[src/rtl/alu_multiciclo_if.sv]
// Request/response bundle between the execute control FSM and alu_multiciclo.
// Optional overflow flag present when ALU_MULTICICLO_OVF_EN is defined.
interface alu_multiciclo_if #(
   parameter int WIDTH = 32
);
   logic             start;
   logic [3:0]       sel;
   logic [WIDTH-1:0] a;
   logic [WIDTH-1:0] b;
   logic             busy;
   logic             done;
   logic [WIDTH-1:0] result;
   logic             zero;
   logic             div_by_zero;
`ifdef ALU_MULTICICLO_OVF_EN
   logic             overflow;
`endif

   modport master (
      output start, sel, a, b,
`ifdef ALU_MULTICICLO_OVF_EN
      input  overflow,
`endif
      input  busy, done, result, zero, div_by_zero
   );

   modport slave (
      input  start, sel, a, b,
`ifdef ALU_MULTICICLO_OVF_EN
      output overflow,
`endif
      output busy, done, result, zero, div_by_zero
   );
endinterface

[src/rtl/alu_multiciclo.sv]
// Execute-stage ALU: one-cycle logic/arith, WIDTH-cycle shift-add MUL and restoring DIV.
// Define ALU_MULTICICLO_OVF_EN to add the signed ADD/SUB overflow flag.
module alu_multiciclo #(
   parameter int WIDTH = 32
) (
   input  logic           clk,
   input  logic           rst_n,
   alu_multiciclo_if.slave bus
);
   localparam int CW = (WIDTH > 1) ? $clog2(WIDTH) : 1;

   localparam logic [3:0] OP_AND = 4'b0000;
   localparam logic [3:0] OP_OR  = 4'b0001;
   localparam logic [3:0] OP_ADD = 4'b0010;
   localparam logic [3:0] OP_SUB = 4'b0110;
   localparam logic [3:0] OP_SLT = 4'b0111;
   localparam logic [3:0] OP_MUL = 4'b0011;
   localparam logic [3:0] OP_DIV = 4'b0100;
   localparam logic [3:0] OP_NOP = 4'b1000;

   typedef enum logic [1:0] {S_IDLE, S_MUL, S_DIV} state_t;

   state_t           state, state_n;
   logic [CW-1:0]    cnt;
   logic [WIDTH-1:0] mcand, mplier, prod;
   logic [WIDTH-1:0] dq, dd, dr;
   logic             neg;
   logic             done_q, zero_q, dbz_q;
   logic [WIDTH-1:0] result_q;

   logic             accept, last, fin, dbz_n;
   logic [WIDTH-1:0] res_n, sum, dif, prod_n;
   logic [WIDTH-1:0] a_mag, b_mag, r_n, q_n, quot;
   logic [WIDTH:0]   shl, trial;
   logic             fit;

   assign accept = bus.start && (state == S_IDLE);
   assign last   = (cnt == CW'(WIDTH - 1));
   assign sum    = bus.a + bus.b;
   assign dif    = bus.a - bus.b;
   assign a_mag  = bus.a[WIDTH-1] ? -bus.a : bus.a;
   assign b_mag  = bus.b[WIDTH-1] ? -bus.b : bus.b;
   assign prod_n = mplier[0] ? prod + mcand : prod;

   // restoring step: shift next dividend bit into remainder, keep if divisor fits
   assign shl   = {dr, dq[WIDTH-1]};
   assign trial = shl - {1'b0, dd};
   assign fit   = !trial[WIDTH];
   assign r_n   = fit ? trial[WIDTH-1:0] : shl[WIDTH-1:0];
   assign q_n   = {dq[WIDTH-2:0], fit};
   assign quot  = neg ? -q_n : q_n;

   always_comb begin
      state_n = state;
      fin     = 1'b0;
      res_n   = '0;
      dbz_n   = 1'b0;
      unique case (state)
         S_IDLE: begin
            if (bus.start) begin
               unique case (1'b1)
                  bus.sel == OP_MUL: state_n = S_MUL;
                  bus.sel == OP_DIV && bus.b == '0: begin
                     fin   = 1'b1;
                     res_n = '1;
                     dbz_n = 1'b1;
                  end
                  bus.sel == OP_DIV && bus.b != '0: state_n = S_DIV;
                  bus.sel == OP_AND: begin
                     fin   = 1'b1;
                     res_n = bus.a & bus.b;
                  end
                  bus.sel == OP_OR: begin
                     fin   = 1'b1;
                     res_n = bus.a | bus.b;
                  end
                  bus.sel == OP_SUB: begin
                     fin   = 1'b1;
                     res_n = dif;
                  end
                  bus.sel == OP_SLT: begin
                     fin   = 1'b1;
                     res_n = WIDTH'($signed(bus.a) < $signed(bus.b));
                  end
                  bus.sel == OP_NOP: fin = 1'b1;
                  default: begin
                     fin   = 1'b1;
                     res_n = sum;
                  end
               endcase
            end
         end
         S_MUL: begin
            if (last) begin
               fin     = 1'b1;
               res_n   = prod_n;
               state_n = S_IDLE;
            end
         end
         S_DIV: begin
            if (last) begin
               fin     = 1'b1;
               res_n   = quot;
               state_n = S_IDLE;
            end
         end
         default: state_n = S_IDLE;
      endcase
   end

   always_ff @(posedge clk or negedge rst_n) begin
      if (!rst_n) state <= S_IDLE;
      else        state <= state_n;
   end

   always_ff @(posedge clk or negedge rst_n) begin
      if (!rst_n) begin
         cnt      <= '0;
         mcand    <= '0;
         mplier   <= '0;
         prod     <= '0;
         dq       <= '0;
         dd       <= '0;
         dr       <= '0;
         neg      <= 1'b0;
         done_q   <= 1'b0;
         result_q <= '0;
         zero_q   <= 1'b0;
         dbz_q    <= 1'b0;
      end else begin
         done_q <= fin;
         if (fin) begin
            result_q <= res_n;
            zero_q   <= (res_n == '0);
            dbz_q    <= dbz_n;
         end
         if (accept) begin
            cnt    <= '0;
            mcand  <= bus.a;
            mplier <= bus.b;
            prod   <= '0;
            dq     <= a_mag;
            dd     <= b_mag;
            dr     <= '0;
            neg    <= bus.a[WIDTH-1] ^ bus.b[WIDTH-1];
         end else if (state == S_MUL) begin
            prod   <= prod_n;
            mcand  <= mcand << 1;
            mplier <= mplier >> 1;
            cnt    <= cnt + 1'b1;
         end else if (state == S_DIV) begin
            dq  <= q_n;
            dr  <= r_n;
            cnt <= cnt + 1'b1;
         end
      end
   end

`ifdef ALU_MULTICICLO_OVF_EN
   logic ovf_n, ovf_q, ovf_add, ovf_sub;

   assign ovf_add = (bus.a[WIDTH-1] == bus.b[WIDTH-1]) &&
                    (sum[WIDTH-1] != bus.a[WIDTH-1]);
   assign ovf_sub = (bus.a[WIDTH-1] != bus.b[WIDTH-1]) &&
                    (dif[WIDTH-1] != bus.a[WIDTH-1]);

   // only idle completions come from ADD/SUB; MUL/DIV finish with 0
   always_comb begin
      ovf_n = 1'b0;
      if (state == S_IDLE) begin
         unique case (bus.sel)
            OP_AND, OP_OR, OP_SLT,
            OP_MUL, OP_DIV, OP_NOP: ovf_n = 1'b0;
            OP_SUB:                 ovf_n = ovf_sub;
            default:                ovf_n = ovf_add;
         endcase
      end
   end

   always_ff @(posedge clk or negedge rst_n) begin
      if (!rst_n)   ovf_q <= 1'b0;
      else if (fin) ovf_q <= ovf_n;
   end

   assign bus.overflow = ovf_q;
`endif

   assign bus.busy        = (state != S_IDLE);
   assign bus.done        = done_q;
   assign bus.result      = result_q;
   assign bus.zero        = zero_q;
   assign bus.div_by_zero = dbz_q;
endmodule

[src/flat_wrapper.sv]
// flat-port wrapper written by rule: the top's interface ports become plain ports
module alu_multiciclo_flat 
#(
   parameter int WIDTH = 32
)
  (clk, rst_n, bus_start, bus_sel, bus_a, bus_b, bus_busy, bus_done, bus_result, bus_zero, bus_div_by_zero);
  alu_multiciclo_if #(.WIDTH(WIDTH)) bus_i ();
  input  logic clk;
  input  logic rst_n;
  input wire logic [$bits(bus_i.start)-1:0] bus_start;
  input wire logic [$bits(bus_i.sel)-1:0] bus_sel;
  input wire logic [$bits(bus_i.a)-1:0] bus_a;
  input wire logic [$bits(bus_i.b)-1:0] bus_b;
  output wire logic [$bits(bus_i.busy)-1:0] bus_busy;
  output wire logic [$bits(bus_i.done)-1:0] bus_done;
  output wire logic [$bits(bus_i.result)-1:0] bus_result;
  output wire logic [$bits(bus_i.zero)-1:0] bus_zero;
  output wire logic [$bits(bus_i.div_by_zero)-1:0] bus_div_by_zero;
  assign bus_i.start = bus_start;
  assign bus_i.sel = bus_sel;
  assign bus_i.a = bus_a;
  assign bus_i.b = bus_b;
  assign bus_busy = bus_i.busy;
  assign bus_done = bus_i.done;
  assign bus_result = bus_i.result;
  assign bus_zero = bus_i.zero;
  assign bus_div_by_zero = bus_i.div_by_zero;
  alu_multiciclo #(.WIDTH(WIDTH)) u_core (.clk(clk), .rst_n(rst_n), .bus(bus_i));
endmodule
[config.mk]
export PLATFORM = sky130hd
export DESIGN_NAME = alu_multiciclo_flat
export DESIGN_NICKNAME = d
export VERILOG_FILES = /design/src/rtl/alu_multiciclo_if.sv /design/src/rtl/alu_multiciclo.sv /design/src/flat_wrapper.sv
export SDC_FILE = /design/constraint.sdc
export NUM_CORES = 1
export LEC_CHECK = 0
export CAP_MARGIN = 25
export CELL_PAD_IN_SITES_DETAIL_PLACEMENT = 0
export CELL_PAD_IN_SITES_GLOBAL_PLACEMENT = 2
export CORE_MARGIN = 3
export CORE_UTILIZATION = 37
export DETAILED_ROUTE_END_ITERATION = 8
export GPL_TIMING_DRIVEN = 0
export PLACE_DENSITY = 0.8
export SLEW_MARGIN = 20
export SYNTH_ARGS = -nofsm -noshare
export SYNTH_HDL_FRONTEND = slang
export SYNTH_SLANG_ARGS = --single-unit
[constraint.sdc]
create_clock -name clk -period 6.29 [get_ports clk]
set_input_delay 1.258 -clock clk [delete_from_list [all_inputs] [get_ports clk]]
set_output_delay 1.258 -clock clk [all_outputs]
set_load 0.03 [all_outputs]
* Word level (Yosys, flattened, before mapping)
Index checks and enable logic that the tools add are counted.
Word-level totals: register bits 235, bits of input ports 71, output and inout bits 36, word-level logic and storage cells 92
Cells by class: $add $sub $neg 8, magnitude comparators 1, equality and inequality tests 13, muxes and demuxes 36, bitwise logic cells 3, reductions and logical operators 18
Operators with widths (number):
- $mux 32 | 20
- $pmux 32 s6 | 1
- $neg 32->32 | 3
- $pmux 32 s3 | 1
- $add 32x32->32 | 2
- $logic_not 32->1 | 2
- $sub 33x32->33 | 1
- $and 32x32->32 | 1
- $lt 32x32->1 | 1
- $or 32x32->32 | 1
- $reduce_bool 32->1 | 1
- $sub 32x32->32 | 1
- $mux 5 | 3
- $eq 4x3->1 const B | 3
- $pmux 2 s2 | 2
- $mux 1 | 6
- $reduce_bool 2->1 | 3
- $add 5x1->5 const B | 1
- $eq 5x5->1 const B | 1
- $eq 4x1->1 const B | 1
- $eq 4x2->1 const B | 1
- $eq 4x4->1 const B | 1
- $logic_not 4->1 | 1
- $mux 2 | 2
- other kinds (15) | 19

* Depth between registers and ports, before layout
Gate-level depths: netlist of run 1.
word-level depth 7, gate-level depth with buffers 25, depth with buffers taken out 24

* Least setup slack after synthesis of run 1
No wires, ideal clock.
path type reg2reg, from register u_core.dd[0], to register u_core.zero_q, in the netlist u_core.bus.zero, setup time 0.066 ns, data arrival time 5.158 ns, data required time 6.224 ns, path slack 1.065 ns, cell stages (with the launch flop) 25, path buffers 1, period minus slack after synthesis 5.225 ns, cell sequence dfrtp_1 -> ha_1 -> fa_1 -> nor2b_1 -> o31a_1 -> o21ai_2 -> o21ai_2 -> a21oi_2 -> o21ai_0 -> xnor2_1 -> inv_2 -> clkbuf_1 -> ha_1 -> nand2_1 -> or3_1 -> or4_1 -> o41ai_1 -> xor2_1 -> o221ai_1 -> nor2_1 -> nand4_1 -> nor3_1 -> nand4b_1 -> nor4_2 -> a41o_1
Between the ends: longest elaborated chain between the ends 7
Ends and longest elaborated chain:
- from (decl) | line alu_multiciclo.sv:26 | logic [WIDTH-1:0] dq, dd, dr;
- from (signal assigned) | line alu_multiciclo.sv:143 | dd <= b_mag;
- $sub 33x32->33 * | line alu_multiciclo.sv:47 | assign trial = shl - {1'b0, dd};
- $logic_not 1->1 * | line alu_multiciclo.sv:48 | assign fit = !trial[WIDTH];
- $neg 32->32 | line alu_multiciclo.sv:51 | assign quot = neg ? -q_n : q_n;
- $mux 32 * | line alu_multiciclo.sv:51
- $mux 32 * | line alu_multiciclo.sv:101 | if (last) begin
- $pmux 32 s3 * | line alu_multiciclo.sv:58 | unique case (state)
- $logic_not 32->1 * | line alu_multiciclo.sv:134 | zero_q <= (res_n == '0);
- to (signal assigned) | line alu_multiciclo.sv:134
- to (decl) | line alu_multiciclo.sv:28 | logic done_q, zero_q, dbz_q;
Every way passes the cells marked *; elsewhere a longest branch is shown, timed or not. A chain may end at the register's enable or synchronous reset.

* Worst setup path after layout of run 1
from input bus_a[9], to register u_core.zero_q, in the netlist u_core.bus.zero
Between the ends: longest elaborated chain between the ends 5, elaborated cells between the ends (all ways) 9, classes of those cells add/sub (2); order compare (1); mux (3); bitwise (2); reduce/logical (1)
Ends and longest elaborated chain:
- from (decl) | line flat_wrapper.sv:12 | input wire logic [$bits(bus_i.a)-1:0] bus_a;
- $add 32x32->32, or another cell as far along | line alu_multiciclo.sv:39 | assign sum = bus.a + bus.b;
- $pmux 32 s6 * | line alu_multiciclo.sv:61 | unique case (1'b1)
- $mux 32 * | line alu_multiciclo.sv:60 | if (bus.start) begin
- $pmux 32 s3 * | line alu_multiciclo.sv:58
- $logic_not 32->1 * | line alu_multiciclo.sv:134
Marked as above.

==> results_dict.tcl, run 1 <==
set metrics [dict create \
    finalHoldViolations 0 \
    fin_worst_skew_ns 0.0233 \
    post_drt_wl_per_cell_um 26.4 \
    netlist_area_sq_mm 0.0208 \
    ys_seq_area_frac 0.283 \
    cpMostUsedCell "a21oi_1" \
    antenna_found_initial 5 \
    area_delta_synth_final_pct 15.9 \
    dpl.hpwl_um 75100 \
    ys.flop_type "dfrtp_1" \
    clk_root_buffer_cell "clkbuf_16" \
    layout.nets 3017 \
    cts_made_buffers 30 \
    multi_input_area_sq_mm 0.0138 \
    max_slew.worst_pin.slew_ns 1.07 \
    synth.net_count 2870 \
    power.leakage_nw 10.1 \
    track_usage 0.310 \
    synth.top_cells.by_area "dfrtp_1, ha_1, a21oi_1" \
    yosys-top-cells-count "a21oi_1, nor2_1, nand2_1" \
    gr-total-overflow 0 \
    cts_buffer_depth 3 \
    initial_core_util 0.375 \
    postSynthAreaPerCell_sq_um 7.90 \
    die_y_um 243 \
    status "complete, no violations" \
    first_global_vias 20400 \
    fmax_mhz 162 \
    vias 20900 \
    clkSinkCount 235 \
    firstDrtPassIters 6 \
    vdd_ir_drop_max_mv 0.269 \
    critPathRequiredTime_ns 6.76 \
    max_stage_delay_ns 0.74 \
    register_area_sq_mm 0.00588 \
    wl_um 93700 \
    postSynthCellCount 2626 \
    crit_chain "clkdlybuf4s50_1, inv_1, ha_1, clkbuf_1, and4_1, nand3_1, a211oi_1, o31ai_1, a21oi_1, o2111a_1, a21oi_1, o21ai_0, a21oi_1, xor2_1, a21oi_1, a21oi_1, a41o_1" \
    fin_crit_sh 0.982 \
    crit_slowest_cell "a211oi_1" \
    powerDensity_mw_per_mm2 477 \
    grt_pass1_wl_um 137000 \
    gp_congestion 0.963 \
    finalPower_w 0.0115 \
    cts.clk_slew.worst_paths_ns 0.06 \
    pin_count 107 \
    synth_cell_types 97 \
    cts_tree "yes" \
    synth_seq_cells 235 \
    fin_hold_ws_ns 0.483 \
    maxSlewHeadroom 0.284 \
    cp_data_arrival_time_ns 6.65 \
    hp-class "register to register" \
    yosysWarnings 0 \
    synth_edf_count 0 \
    yosys.area.top_type "dfrtp_1" \
    h-tree-depth 1 \
    cts_hold_buf 0 \
    maxSlewViolCount 0 \
    grt_start_max_net_pins 93 \
    synthArstFlopShare 1.00 \
    finalSetupViolations 0 \
    drc 0 \
    fill_cells 5660 \
    vias_per_cell 5.89 \
    layout-drive-gt1-share 0.0530 \
    period_needed_ns 6.18 \
    core_area_sq_mm 0.0553 \
    drtAntennaViolNets 0 \
    crit_path_start_kind "input pin" \
    endpoint_kind "register" \
    die_w_um 243 \
    io_buffers 105 \
    tns_ns 0 \
    fp-row-count 86 \
    fp.dieArea_sq_mm 0.0590 \
    synth_top_area_frac 0.283 \
    clk_latency_ns 0.61 \
    drt-initial-drc-count 2008 \
    crit_fanout 9 \
    max_cap_viol_count 0 \
    crit_type "input pin to register" \
]
[timing repair]
action	CTS	global route
buffers inserted	0	3
hold endpoints to repair	0	0
endpoints found under the setup margin	4	1
pin swaps	0	1
gates resized for setup	6	14
[cell type report]
type,count,share of cell area
Antenna cell,1,0.000104
Multi-Input combinational cell,2093,0.575
Sequential cell,235,0.244
Clock inverter,12,0.00801
Buffer,145,0.0234
Inverter,152,0.0243
Tap cell,748,0.0389
Clock buffer,41,0.0363
Timing Repair Buffer,116,0.0498
[cell usage in the layout, fill, tap and decap left out, drive strengths merged, types with 44 or more instances in the layout]
cell type and n:
o21ai 231, ha 169, xnor2 128, clkdlybuf4s50 104, a21oi 295, xor2 44
dfrtp 235, nor2 292, nand2 242, clkbuf 155, mux2i 83, inv 151
[layer usage]
layer,routed length [um],share of wire,track usage,vias up
met5,24,0.00026,0,-
met4,5310,0.057,0.149,4
met3,6880,0.073,0.0603,195
met2,41000,0.44,0.483,798
met1,40400,0.43,0.413,10200
li1,-,-,-,9671
[worst max-delay path: cells and delay by family]
kind / cells / cell delay [ns]
AO/OA/AOI/OAI: 10 / 3.21
XOR/XNOR: 1 / 0.15
adder cells (fa/ha/maj): 1 / 0.30
buffers and inverters: 3 / 1.24
AND/OR/NAND/NOR: 2 / 0.47
[state kept, by name, indices dropped and copies added (netlist names)]
register and count:
u_core.bus.result 32, u_core.mcand 32, u_core.prod 32, u_core.neg 1, u_core.dr 32, u_core.bus.div_by_zero 1, u_core.cnt 5, u_core.dd 32
u_core.state 2, u_core.mplier 32, u_core.bus.done 1, u_core.dq 32, u_core.bus.zero 1
[path summary, 6_finish.rpt]
| kind | start | cells past startpoint | slack, ns | end |
|---|---|---|---|---|
| max | bus_a[9] | 17 | 0.11 | u_core.bus.zero |
| min | u_core.dd[10] | 2 | 0.48 | u_core.dd[10] |
| max reg2reg | u_core.dq[31] | 24 | 0.39 | u_core.bus.zero |
| min reg2reg | u_core.dd[10] | 2 | 0.48 | u_core.dd[10] |
| max in group asynchronous | rst_n | 3 | 4.38 | u_core.bus.done |
| min in group asynchronous | rst_n | 1 | 0.60 | u_core.dr[8] |
[cells by family (layout without fill, tap and decap cells)]
| logic type | after synthesis | after routing | share of synthesized area |
|---|---|---|---|
| DFF | 235 | 235 | 0.283 |
| AOI/OAI and AO/OA | 856 | 856 | 0.261 |
| and+or+nand+nor | 795 | 795 | 0.176 |
| xor gates and xnor gates | 172 | 172 | 0.0726 |
| adders and majority gates | 173 | 173 | 0.106 |
| buffers and inverters | 298 | 466 | 0.0546 |
| muxes | 97 | 97 | 0.0476 |
| other | 0 | 1 | 0 |
[where the power goes]
part           leakage, nW  total, W  switching, W  internal [W]
Sequential            2.92   0.00275      0.000590       0.00216
Combinational         6.66   0.00680       0.00428       0.00252
Clock                0.517   0.00192      0.000751       0.00117
[stage by stage]
step / cell area, sq um / std cells / setup slack, ns / util
after global placement: 22700 / 3479 / -6.68 / 0.411
final: 24100 / 3543 / 0.111 / 0.435
after floorplan: 20800 / 2626 / 1.07 / -
after CTS: 23900 / 3537 / 0.00914 / 0.433
after detailed placement: 22900 / 3485 / -0.850 / 0.413
after global routing: 24100 / 3542 / -0.0147 / 0.435
No activity file was read; power rests on OpenSTA's default activity.
==> run 2, diff against run 1 <==
--- a/config.mk
+++ b/config.mk
@@ -9,11 +9,12 @@
 export CELL_PAD_IN_SITES_DETAIL_PLACEMENT = 0
 export CELL_PAD_IN_SITES_GLOBAL_PLACEMENT = 2
 export CORE_MARGIN = 3
-export CORE_UTILIZATION = 37
+export CORE_UTILIZATION = 39
 export DETAILED_ROUTE_END_ITERATION = 8
 export GPL_TIMING_DRIVEN = 0
-export PLACE_DENSITY = 0.8
+export PLACE_DENSITY = 0.84
 export SLEW_MARGIN = 20
 export SYNTH_ARGS = -nofsm -noshare
 export SYNTH_HDL_FRONTEND = slang
 export SYNTH_SLANG_ARGS = --single-unit
+export TNS_END_PERCENT = 50
==> constraint.sdc (replaced) <==
create_clock -name clk -period 7.8 [get_ports clk]
set_input_delay 1.56 -clock clk [delete_from_list [all_inputs] [get_ports clk]]
set_output_delay 1.56 -clock clk [all_outputs]
set_load 0.03 [all_outputs]
==> run 2 against run 1 <==
Effect of this change: wire length decreased by 0.21%; die area down 5.0%; hold slack better by 0.0039 ns; critical path depth grew 7; global-route usage up 1.3 points; via count increased by 1.3%; sequential power fell by 19%; clock-buffer cell count shrank 5; utilization grew 2.3 points; register-to-register slack better by 0.18 ns; combinational power decreased by 20%.
==> results_dict.tcl, run 2 (synthesized netlist as in run 1, its figures left out) <==
set metrics [dict create \
    status "complete, no violations" \
    r2r_cells 24 \
    finalNonFillerCells 3480 \
    firstDrtPassIters 5 \
    fmax_mhz 138 \
    dpl.hpwl_um 74900 \
    cts_made_buffers 31 \
    area_delta_synth_final_pct 14.7 \
    min_to "u_core.dd[8]" \
    max_stage_delay_ns 0.62 \
    postLayoutSetupSlackWorst_ns 0.570 \
    ff2ff_setup_slack_ns 0.57 \
    max_slew.worst_pin.slew_ns 1.14 \
    vdd_ir_drop_max_mv 0.246 \
    layout-drive-gt1-share 0.0490 \
    fin_crit_sh 0.927 \
    drtAntennaViolNets 0 \
    grt_pass1_wl_um 136000 \
    vias 21100 \
    gp_congestion 0.968 \
    first_global_vias 20400 \
    hp-class "register to register" \
    drc 0 \
    final_cell_mix "nor2_1, a21oi_1, nand2_1" \
    crit_chain "ha_1, fa_1, nor2b_1, o31a_1, o21ai_2, o21ai_2, a21oi_2, o21ai_0, xnor2_1, inv_2, clkbuf_1, ha_1, nand2_1, or3_1, or4_1, o31ai_1, xor2_1, nor2_1, a221oi_1, o21ai_0, nor2_1, nand4b_1, nor4_2, a41o_1" \
    r2r-end "u_core.bus.zero" \
    power.leakage_nw 10.0 \
    crit_path_start_kind "register" \
    max_cap_viol_count 0 \
    cts_buffer_depth 3 \
    crit_fanout 10 \
    finalHoldViolations 0 \
    worstHoldStart "u_core.dd[8]" \
    gr-total-overflow 0 \
    cts.clk_slew.worst_paths_ns 0.06 \
    layout.nets 3018 \
    pin_count 107 \
    powerDensity_mw_per_mm2 382 \
    track_usage 0.323 \
    hold_depth 2 \
    post_drt_wl_per_cell_um 26.9 \
    vias_per_cell 6.08 \
    grt_start_max_net_pins 90 \
    crit_type "register to register" \
    critPathRequiredTime_ns 8.34 \
    fp.dieArea_sq_mm 0.0560 \
    cp_data_arrival_time_ns 7.77 \
    die_y_um 237 \
    initial_core_util 0.399 \
    cts-resized-gates 0 \
    fp-row-count 83 \
    fin_hold_ws_ns 0.487 \
    dp_cells 3418 \
    core_area_sq_mm 0.0520 \
    clk_root_buffer_cell "clkbuf_16" \
    finalSetupViolations 0 \
    drt-initial-drc-count 2079 \
    die_w_um 237 \
    rsz0062_at_grt "no" \
    post-cts-setup-buffer-count 0 \
    cts_hold_buf 0 \
    cts_tree "yes" \
    fin_worst_skew_ns 0.0161 \
    clkSinkCount 235 \
    antenna_found_initial 3 \
    io_buffers 105 \
    r2r-start "u_core.dd[0]" \
    maxSlewHeadroom 0.239 \
    endpoint_kind "register" \
    clk_latency_ns 0.60 \
    crit_slowest_cell "or4_1" \
    h-tree-depth 1 \
    period_needed_ns 7.23 \
    dp_slack_ns 0.688 \
    maxSlewViolCount 0 \
    wl_um 93500 \
]
==> run 2: worst max-delay path by stage <==
| stage | startpoint | endpoint | slack (ns) |
|---|---|---|---|
| 2_1_floorplan | u_core.dd[0] | u_core.bus.zero | 2.58 |
| 3_3_place_gp | rst_n | u_core.bus.done | -5.34 |
| 3_5_place_dp | u_core.dd[0] | u_core.bus.zero | 0.69 |
| 4_1_cts | u_core.dd[0] | u_core.bus.zero | 0.64 |
| 5_1_grt | u_core.dq[31] | u_core.bus.zero | 0.18 |
| 6_report | u_core.dd[0] | u_core.bus.zero | 0.57 |
==> run 2: report_power, final <==
part / switching [W] / internal [W] / leakage, nW
registers: 0.000476 / 0.00175 / 2.92
logic: 0.00344 / 0.00198 / 6.62
clock network: 0.000624 / 0.000839 / 0.491
==> run 2: layer usage <==
metal,vias to the layer above,global-route usage,part of all wire
li1,9671,-,-
met1,10400,0.446,0.44
met2,879,0.513,0.44
met3,177,0.0469,0.069
met4,2,0.118,0.043
met5,-,0,0.000096
==> run 2: stage by stage <==
stage	area, sq um	util	total power (W)	TNS (ns)
after CTS	23800	0.457	0.00907	0
after detailed placement	22800	0.438	0.00757	0
after global placement	22700	0.436	0.00749	-1243.46
after floorplan	20800	-	0.00579	0
final	23800	0.458	0.00910	0
after global routing	23800	0.458	0.00975	0
==> run 2: critical path: cells and delay by family, from the launching register on <==
kind                     cells  cell delay (ns)
AND/OR/NAND/NOR              8             2.16
XOR/XNOR                     2             0.50
AO/OA/AOI/OAI                9             2.36
flip-flops                   1             0.39
buffers and inverters        2             0.79
adder cells (fa/ha/maj)      3             0.95
==> run 2: cell type report <==
cell class              count  area [sq um]
diodes                      2          5.00
plain buffers             146           566
clock buffers              36           805
clock inverters            21           206
fillers                  5270         28200
inverters                 152           571
multi-input cells        2093         13700
flip-flops and latches    235          5880
well taps                 680           851
repair buffers            115          1180
